[src/rtl/pattern_stream_gen.sv]
// pattern_stream_gen
//   Serializes a captured PAT_W-bit pattern MSB-first onto a 1-bit valid/ready
//   stream. The pattern is repeated a given number of times, and an optional run
//   of GAP_BIT filler bits separates repetitions. All outputs are registered.
// Ports
//   clk_i       clock, rising edge
//   rst_i       asynchronous reset, active-high
//   start_i     start request, only honoured in idle
//   pattern_i   pattern, captured on an accepted start
//   repeat_i    repetition count, captured on an accepted start (0 = empty job)
//   gap_i       filler bits between repetitions, captured on an accepted start
//   ready_i     sink ready; a bit transfers when valid_o && ready_i
//   valid_o     d_o carries a stream bit
//   d_o         serial data
//   busy_o      job in progress, from accepted start through the done_o cycle
//   done_o      single-cycle end-of-job pulse
//   sent_cnt_o  patterns fully transferred in the current or last job
module pattern_stream_gen #(
  parameter int unsigned PAT_W   = 4,
  parameter int unsigned CNT_W   = 8,
  parameter int unsigned GAP_W   = 4,
  parameter logic        GAP_BIT = 1'b0
) (
  input  logic             clk_i,
  input  logic             rst_i,
  input  logic             start_i,
  input  logic [PAT_W-1:0] pattern_i,
  input  logic [CNT_W-1:0] repeat_i,
  input  logic [GAP_W-1:0] gap_i,
  input  logic             ready_i,
  output logic             valid_o,
  output logic             d_o,
  output logic             busy_o,
  output logic             done_o,
  output logic [CNT_W-1:0] sent_cnt_o
);

  localparam int unsigned IdxW = (PAT_W > 1) ? $clog2(PAT_W) : 1;
  localparam logic [IdxW-1:0] IdxMsb = IdxW'(PAT_W - 1);

  typedef enum logic [1:0] {StIdle, StSend, StGap, StDone} state_e;

  state_e            state_q, state_d;
  logic [PAT_W-1:0]  pat_q, pat_d;
  logic [CNT_W-1:0]  rep_q, rep_d;
  logic [GAP_W-1:0]  gap_q, gap_d;
  logic [GAP_W-1:0]  gap_cnt_q, gap_cnt_d;
  logic [IdxW-1:0]   bit_idx_q, bit_idx_d;
  logic [CNT_W-1:0]  sent_q, sent_d;
  logic              valid_q, valid_d;
  logic              d_q, d_d;
  logic              busy_q, busy_d;
  logic              done_q, done_d;

  logic [IdxW-1:0]   idx_dec;
  logic [CNT_W-1:0]  sent_inc;

  assign idx_dec  = bit_idx_q - IdxW'(1);
  assign sent_inc = sent_q + CNT_W'(1);

  always_comb begin
    state_d   = state_q;
    pat_d     = pat_q;
    rep_d     = rep_q;
    gap_d     = gap_q;
    gap_cnt_d = gap_cnt_q;
    bit_idx_d = bit_idx_q;
    sent_d    = sent_q;
    valid_d   = valid_q;
    d_d       = d_q;
    busy_d    = busy_q;
    done_d    = 1'b0;

    unique case (state_q)
      StIdle: begin
        if (start_i) begin
          pat_d  = pattern_i;
          rep_d  = repeat_i;
          gap_d  = gap_i;
          sent_d = '0;
          busy_d = 1'b1;
          if (repeat_i != '0) begin
            state_d   = StSend;
            valid_d   = 1'b1;
            d_d       = pattern_i[PAT_W-1];
            bit_idx_d = IdxMsb;
          end else begin
            state_d = StDone;
          end
        end
      end

      StSend: begin
        // Everything holds while the sink stalls.
        if (ready_i) begin
          if (bit_idx_q != '0) begin
            bit_idx_d = idx_dec;
            d_d       = pat_q[idx_dec];
          end else begin
            sent_d = sent_inc;
            if (sent_inc == rep_q) begin
              state_d = StDone;
              valid_d = 1'b0;
              d_d     = 1'b0;
              done_d  = 1'b1;
            end else if (gap_q != '0) begin
              state_d   = StGap;
              gap_cnt_d = gap_q - GAP_W'(1);
              d_d       = GAP_BIT;
            end else begin
              // Back-to-back repetition: next MSB with no bubble.
              bit_idx_d = IdxMsb;
              d_d       = pat_q[PAT_W-1];
            end
          end
        end
      end

      StGap: begin
        // gap_cnt_q counts filler bits still to go after the current one.
        if (ready_i) begin
          if (gap_cnt_q == '0) begin
            state_d   = StSend;
            bit_idx_d = IdxMsb;
            d_d       = pat_q[PAT_W-1];
          end else begin
            gap_cnt_d = gap_cnt_q - GAP_W'(1);
          end
        end
      end

      StDone: begin
        // Entered with done_q already set after a real job; an empty job
        // arrives with done_q clear and spends one extra cycle here first.
        if (done_q) begin
          state_d = StIdle;
          busy_d  = 1'b0;
        end else begin
          done_d = 1'b1;
        end
      end

      default: begin
        state_d = StIdle;
        valid_d = 1'b0;
        d_d     = 1'b0;
        busy_d  = 1'b0;
      end
    endcase
  end

  always_ff @(posedge clk_i or posedge rst_i) begin
    if (rst_i) begin
      state_q   <= StIdle;
      pat_q     <= '0;
      rep_q     <= '0;
      gap_q     <= '0;
      gap_cnt_q <= '0;
      bit_idx_q <= '0;
      sent_q    <= '0;
      valid_q   <= 1'b0;
      d_q       <= 1'b0;
      busy_q    <= 1'b0;
      done_q    <= 1'b0;
    end else begin
      state_q   <= state_d;
      pat_q     <= pat_d;
      rep_q     <= rep_d;
      gap_q     <= gap_d;
      gap_cnt_q <= gap_cnt_d;
      bit_idx_q <= bit_idx_d;
      sent_q    <= sent_d;
      valid_q   <= valid_d;
      d_q       <= d_d;
      busy_q    <= busy_d;
      done_q    <= done_d;
    end
  end

  assign valid_o    = valid_q;
  assign d_o        = d_q;
  assign busy_o     = busy_q;
  assign done_o     = done_q;
  assign sent_cnt_o = sent_q;

endmodule

[config.mk]
export PLATFORM = sky130hd
export DESIGN_NAME = pattern_stream_gen
export DESIGN_NICKNAME = d
export VERILOG_FILES = /design/src/rtl/pattern_stream_gen.sv
export SDC_FILE = /design/constraint.sdc
export NUM_CORES = 1
export LEC_CHECK = 0
export ABC_AREA = 1
export CAP_MARGIN = 20
export CORE_MARGIN = 2
export CORE_UTILIZATION = 48
export CTS_CLUSTER_DIAMETER = 150
export DETAILED_ROUTE_END_ITERATION = 8
export PLACE_DENSITY = 0.72
export SYNTH_ARGS = -nofsm -noshare
export SYNTH_HDL_FRONTEND = slang
export SYNTH_SLANG_ARGS = --single-unit
[constraint.sdc]
create_clock -name clk_i -period 2.2 [get_ports clk_i]
set_clock_uncertainty 0.1 [all_clocks]
set_input_delay 0.55 -clock clk_i [delete_from_list [all_inputs] [get_ports clk_i]]
set_output_delay 0.55 -clock clk_i [all_outputs]
set_load 0.05 [all_outputs]
==> results_dict.tcl, run 1 <==
set metrics [dict create \
    status "completed" \
    synth_mux_area_share_pct 2.664 \
    core_sq_um 4294 \
    fin_util_pct 60.58 \
    cts.sinks 36 \
    grt_pass1_vias 1930 \
    drt-pass1-iter-count 4 \
    critPathTopFamily "buffers and inverters" \
    setup_viol 0 \
    via_per_inst 5.124 \
    worstPathArrival_ns 1.49 \
    synth_simple_gate_area_share_pct 28.60 \
    ios 32 \
    portBuffers 31 \
    fin_crit_sh_pct 97.18 \
    grt.total_usage_pct 20.69 \
    p_seq_share_pct 33.3 \
    max_freq_mhz 467.7 \
    power_switching_share_pct 43.58 \
    dieWidth_microns 70.35 \
    grt_setup_unrepaired "no" \
    yosys_warnings 0 \
    cts-root-buf "clkbuf_8" \
    leakage_nw 1.222 \
    layout.nets 345 \
    wl_microns 4473 \
    ys_seq_area_share_pct 42.63 \
    synth-async-reset-ratio_pct 100.0 \
    yosysTopAreaCell "dfrtp_1" \
    dieArea_sq_um 4949 \
    dpl.hpwl_microns 3434 \
    path_clk_slew_ns 0.07 \
    grt_max_degree 37 \
    synth_xor_area_share_pct 1.658 \
    design_area_sq_um 2601 \
    place_congestion 0.9150 \
    drive_gt1_share_pct 12.54 \
    cp_cell_sequence "clkdlybuf4s50_1" \
    critPathLaunchType "register" \
    drt_iter0_markers 120 \
    relSlewSlack_pct 66.23 \
    grt_pass1_wl_microns 8314 \
    synth_compound_area_share_pct 12.02 \
    synth-seq-cells 36 \
    clockBufferDepth 2 \
    synth_edf_count 0 \
    cts_tree "built" \
    p_int_w 0.001879 \
    max_cap_violations 0 \
    synthTopCellsByArea "dfrtp_1, nand2_1, inv_1" \
    slew_violations 0 \
    max-vdd-ir-drop_v 0.0006056 \
    crit_fanout 2 \
    hold_violations 0 \
    synth_adder_area_share_pct 4.144 \
    drc 0 \
    worstSetupPathType "reg2out" \
    overflow 0 \
    worst-path-buf-inv 1 \
    syn_nets 304 \
    finalSetupTns_ns 0 \
    syn_area_per_cell_sq_um 7.629 \
    p_clk_share_pct 14.5 \
    power_w 0.003330 \
    min_path_type "reg2reg" \
    syn2layout_area_growth_pct 23.09 \
    fillers 400 \
    numCtsBuffers 5 \
    cts.htree.levels 2 \
    clk-insertion-delay-late_ns 0.28 \
    synth_top_area_share_pct 42.63 \
    critPathRequiredTime_ns 1.55 \
    placed_area_sq_um 2511 \
    synth_area_sq_um 2113 \
    synthFlopType "dfrtp_1" \
    p_sw_w 0.001451 \
    diodes 0 \
    start_util_pct 49.21 \
    worstMarginPinSlew_ns 0.5049 \
    wl_per_cell_microns 12.06 \
    max_stage_delay_ns 0.82 \
    cp-end-kind "output port" \
    vias 1901 \
    synth_cells 277 \
    antenna_left 0 \
    num_rows 24 \
    die_y_microns 70.35 \
    post_cts_resized 0 \
    synth_top_family_by_area "simple AND/OR/NAND/NOR gates" \
    pwr-share-comb_pct 52.2 \
    min_period_ns 2.138 \
    antenna_found_initial 0 \
    p_per_area_nw_per_um2 1280 \
    synth.distinct_cells 31 \
    cts_setup_buffers 0 \
    ctsHoldBuffers 0 \
    holdWs_ns 0.3835 \
    crit_slowest_cell "clkdlybuf4s50_1" \
]
[kinds of logic after synthesis]
| logic type | Yosys count |
|---|---|
| xor gates and xnor gates | 4 |
| muxes | 5 |
| DFF | 36 |
| AOI/OAI and AO/OA | 46 |
| and+or+nand+nor | 133 |
| adders and majority gates | 7 |
| buffers and inverters | 46 |
[cell usage after synthesis (2+ instances only)]
master / count
nand2_1: 61
clkbuf_1: 3
xor2_1: 2
nor2_2: 3
dfrtp_1: 36
nor2_1: 26
o22ai_1: 6
ha_1: 7
o21ai_0: 20
nor4_1: 2
buf_2: 2
mux2_2: 5
nand2_2: 4
o21ai_1: 5
nand4_1: 3
nand3_1: 26
xnor2_1: 2
a21oi_1: 10
nand3b_1: 3
inv_1: 40
[per-stage QoR]
stage / instances / setup slack (ns)
3_5_place_dp: 363 / 0.05699
4_1_cts: 371 / 0.06358
5_1_grt: 371 / 0.01055
6_report: 371 / 0.06209
3_3_place_gp: 363 / 0.1271
2_1_floorplan: 277 / 0.01316
[power groups by stage]
| stage | Sequential [W] | Combinational, W | Clock (W) |
|---|---|---|---|
| 2_1_floorplan | 0.00127 | 0.00111 | 0 |
| 3_3_place_gp | 0.00111 | 0.00171 | 0 |
| 3_5_place_dp | 0.00112 | 0.00175 | 0 |
| 4_1_cts | 0.00111 | 0.00176 | 0.000489 |
| 5_1_grt | 0.00115 | 0.00200 | 0.000515 |
| 6_report | 0.00111 | 0.00174 | 0.000482 |
[path summary, 6_finish.rpt]
kind | start | endpoint | slack [ns] | cells after the start
max in group asynchronous | rst_i | sent_cnt_o[0] | 1.08 | 3
hold reg to reg | bit_idx_q[1] | bit_idx_q[1] | 0.38 | 2
min in group asynchronous | rst_i | gap_q[2] | 0.56 | 3
setup reg to reg | sent_cnt_o[0] | state_q[1] | 0.24 | 11
setup / recovery | valid_o | valid_o | 0.06 | 1
hold / removal | bit_idx_q[1] | bit_idx_q[1] | 0.38 | 2
[per-layer routing]
metal / track usage, % / vias up / part of all wire, %
met1: 27.38 / 880 / 48
met4: 5.769 / 0 / 1.2
met3: 3.175 / 6 / 3.1
li1: - / 985 / -
met5: 0 / - / 0
met2: 35.12 / 30 / 47
[registers in the layout, indices dropped and copies added (netlist names)]
name and cells:
valid_o 1, bit_idx_q 2, done_o 1, gap_q 4
busy_o 1, gap_cnt_q 4, state_q 2, d_o 1
rep_q 8, pat_q 4, sent_cnt_o 8
[final cells by class]
class / instances / area (sq um) / area share [%]
inverters: 41 / 153.9 / 5.916
well taps: 52 / 65.06 / 2.501
multi-input cells: 195 / 1037 / 39.87
flip-flops and latches: 36 / 902.1 / 34.68
clock buffers: 8 / 90.09 / 3.463
repair buffers: 39 / 352.8 / 13.56
[cell usage in the layout, fill, tap and decap left out]
master / Yosys / layout
nand3_1: 26 / 26
o21ai_0: 20 / 20
dfrtp_2: 0 / 1
nand2_4: 1 / 1
nand2_1: 61 / 61
o211ai_1: 1 / 1
nor2_2: 3 / 3
nand3b_1: 3 / 3
a21oi_1: 10 / 10
clkbuf_8: 0 / 6
o21ai_2: 1 / 1
nor2_1: 26 / 26
clkdlybuf4s50_1: 0 / 24
a22o_1: 1 / 1
nand3_2: 1 / 1
o32ai_1: 1 / 1
inv_1: 40 / 40
nor3_1: 1 / 1
buf_4: 0 / 15
inv_2: 1 / 1
o21ai_1: 5 / 5
dfrtp_1: 36 / 35
nor2_4: 1 / 1
nand2_2: 4 / 4
nand4_1: 3 / 3
xor2_1: 2 / 2
nor4_1: 2 / 2
o22ai_1: 6 / 6
ha_1: 7 / 7
clkbuf_1: 3 / 2
xnor2_1: 2 / 2
o21bai_1: 1 / 1
nand4_2: 1 / 1
mux2_2: 5 / 5
Power figures use the tool's default switching activity.
==> run 2, diff against run 1 <==
Settings changed: CAP_MARGIN 20 to 5.
==> results of run 2 <==
Final layout, timing and power as in run 1 (identical DEF).
==> run 3, diff against run 2 <==
Settings changed: SLEW_MARGIN set to 20.
==> results of run 3 <==
Final layout, timing and power as in run 1 (identical DEF).
==> patch: new RTL, settings of run 3 <==
`PAT_W`: 4 -> 8.
--- a/src/rtl/pattern_stream_gen.sv
+++ b/src/rtl/pattern_stream_gen.sv
@@ -18,3 +18,3 @@
 module pattern_stream_gen #(
-  parameter int unsigned PAT_W   = 4,
+  parameter int unsigned PAT_W   = 8,
   parameter int unsigned CNT_W   = 8,
Interface: changed (resized pattern_i); port bits go from 32 to 36. The function was not compared with the original's and may differ.
==> patch against run 3 <==
Total power up 9.1%. Cell count grew 20%. Sequential cell count increased by 5. Critical path type unchanged. Cell area is 14% higher. Wire length is 22% higher. Non-clock buffer count is 4 higher. Area after synthesis up 14%. Largest power group unchanged. Worst setup slack got worse by 0.010 ns.
==> patch: results (changes against run 3) <==
status=completed; CTS Buf Count=5 (unchanged); final hold vios=0 (unchanged); Final Routed Wirelength=5461 µm (+22%); first-pass GRT wire length=9466 µm (+14%); Cell Count, Final, Fillers Out=444 (+20%); pin count of the biggest net entering global routing=42 (+14%); Nets=408 (+18%); top cells by area, synth=dfrtp_1 43%, nand2_1 17%, nand3_1 6.4%; layout cell share with drive strength beyond 1=0.1167 (-0.008681); Initial DRC Count=199 (+66%); most frequent cells after synthesis=111 x nand2_1, 41 x dfrtp_1, 40 x inv_1; maximum vdd ir drop=0.6927 mV (+14%); worst-skew pair later-pin latency=0.30 ns (+0.02 ns); Detail Placement HPWL=4119 µm (+20%); syn_area_per_cell=7.292 µm² (-4.4%); routability cong.=0.8745 (-4.4%); Yosys cell types=28 (-9.7%); Lkg Pwr=1.477 nW (+21%); worst min path class=reg2reg; post-synthesis sequential area ratio=0.4251 (-0.001197); 1st-pass router iterations=7 (+3); Post-DP Area=2872 µm² (+14%); DP Worst Slack=0.02294 ns (-0.03404 ns); IO buf count=35 (+13%); Tot GR Track Use=0.2218 (+0.01488); slew margin rel.=0.6581 (-0.004197); syn nets=363 (+19%); number of global-route vias before repair=2047 (+6.1%); vias per cell=4.948 (-3.4%); clk buf depth=2 (unchanged)
## patch: power breakdown
group	leakage [nW]	internal, mW	switching (mW)
Sequential	0.514	1.06	0.208
Combinational	0.918	0.712	1.17
Clock	0.0450	0.220	0.265
## patch: area by class of cell
type | count | area (µm²)
multi-input cells | 241 | 1206
repair buffers | 43 | 395.4
inverters | 44 | 165.2
flip-flops and latches | 41 | 1026
fillers | 452 | 1827
well taps | 67 | 83.83
clock inverters | 2 | 10.01
clock buffers | 6 | 72.57
## patch: metal layers
layer / up-vias / wire (µm) / GRT usage / part of all wire
li1: 1146 / - / - / -
met1: 993 / 2619 / 0.3012 / 0.48
met2: 52 / 2535 / 0.3626 / 0.46
met3: 6 / 241 / 0.04150 / 0.044
met4: 0 / 65 / 0.06548 / 0.012
met5: - / 0 / 0 / 0
## patch: worst paths after layout
path / startpoint / to / slack (ns) / cells past startpoint
min in group asynchronous: rst_i / pat_q[3] / 0.60 / 3
hold / removal: pat_q[4] / pat_q[4] / 0.38 / 2
setup / recovery: valid_o / valid_o / 0.05 / 1
setup reg to reg: sent_cnt_o[0] / state_q[1] / 0.19 / 10
max in group asynchronous: rst_i / done_o / 1.06 / 3
hold reg to reg: pat_q[4] / pat_q[4] / 0.38 / 2
## patch: logic make-up (layout without fill, tap and decap cells)
kind of cell	Yosys count	in the layout	synth area share
compound gates	44	44	0.1001
xor+xnor	5	5	0.01815
fa+ha+maj	8	8	0.04147
buf+inv	49	95	0.07620
flops	41	41	0.4251
simple gates	184	184	0.3390
## patch: what timing repair did
item / CTS / global route
endpoints found under the setup margin: 0 / 13
hold endpoints to repair: 0 / 0
setup buffers: 0 / 0
resized for setup: 0 / 2
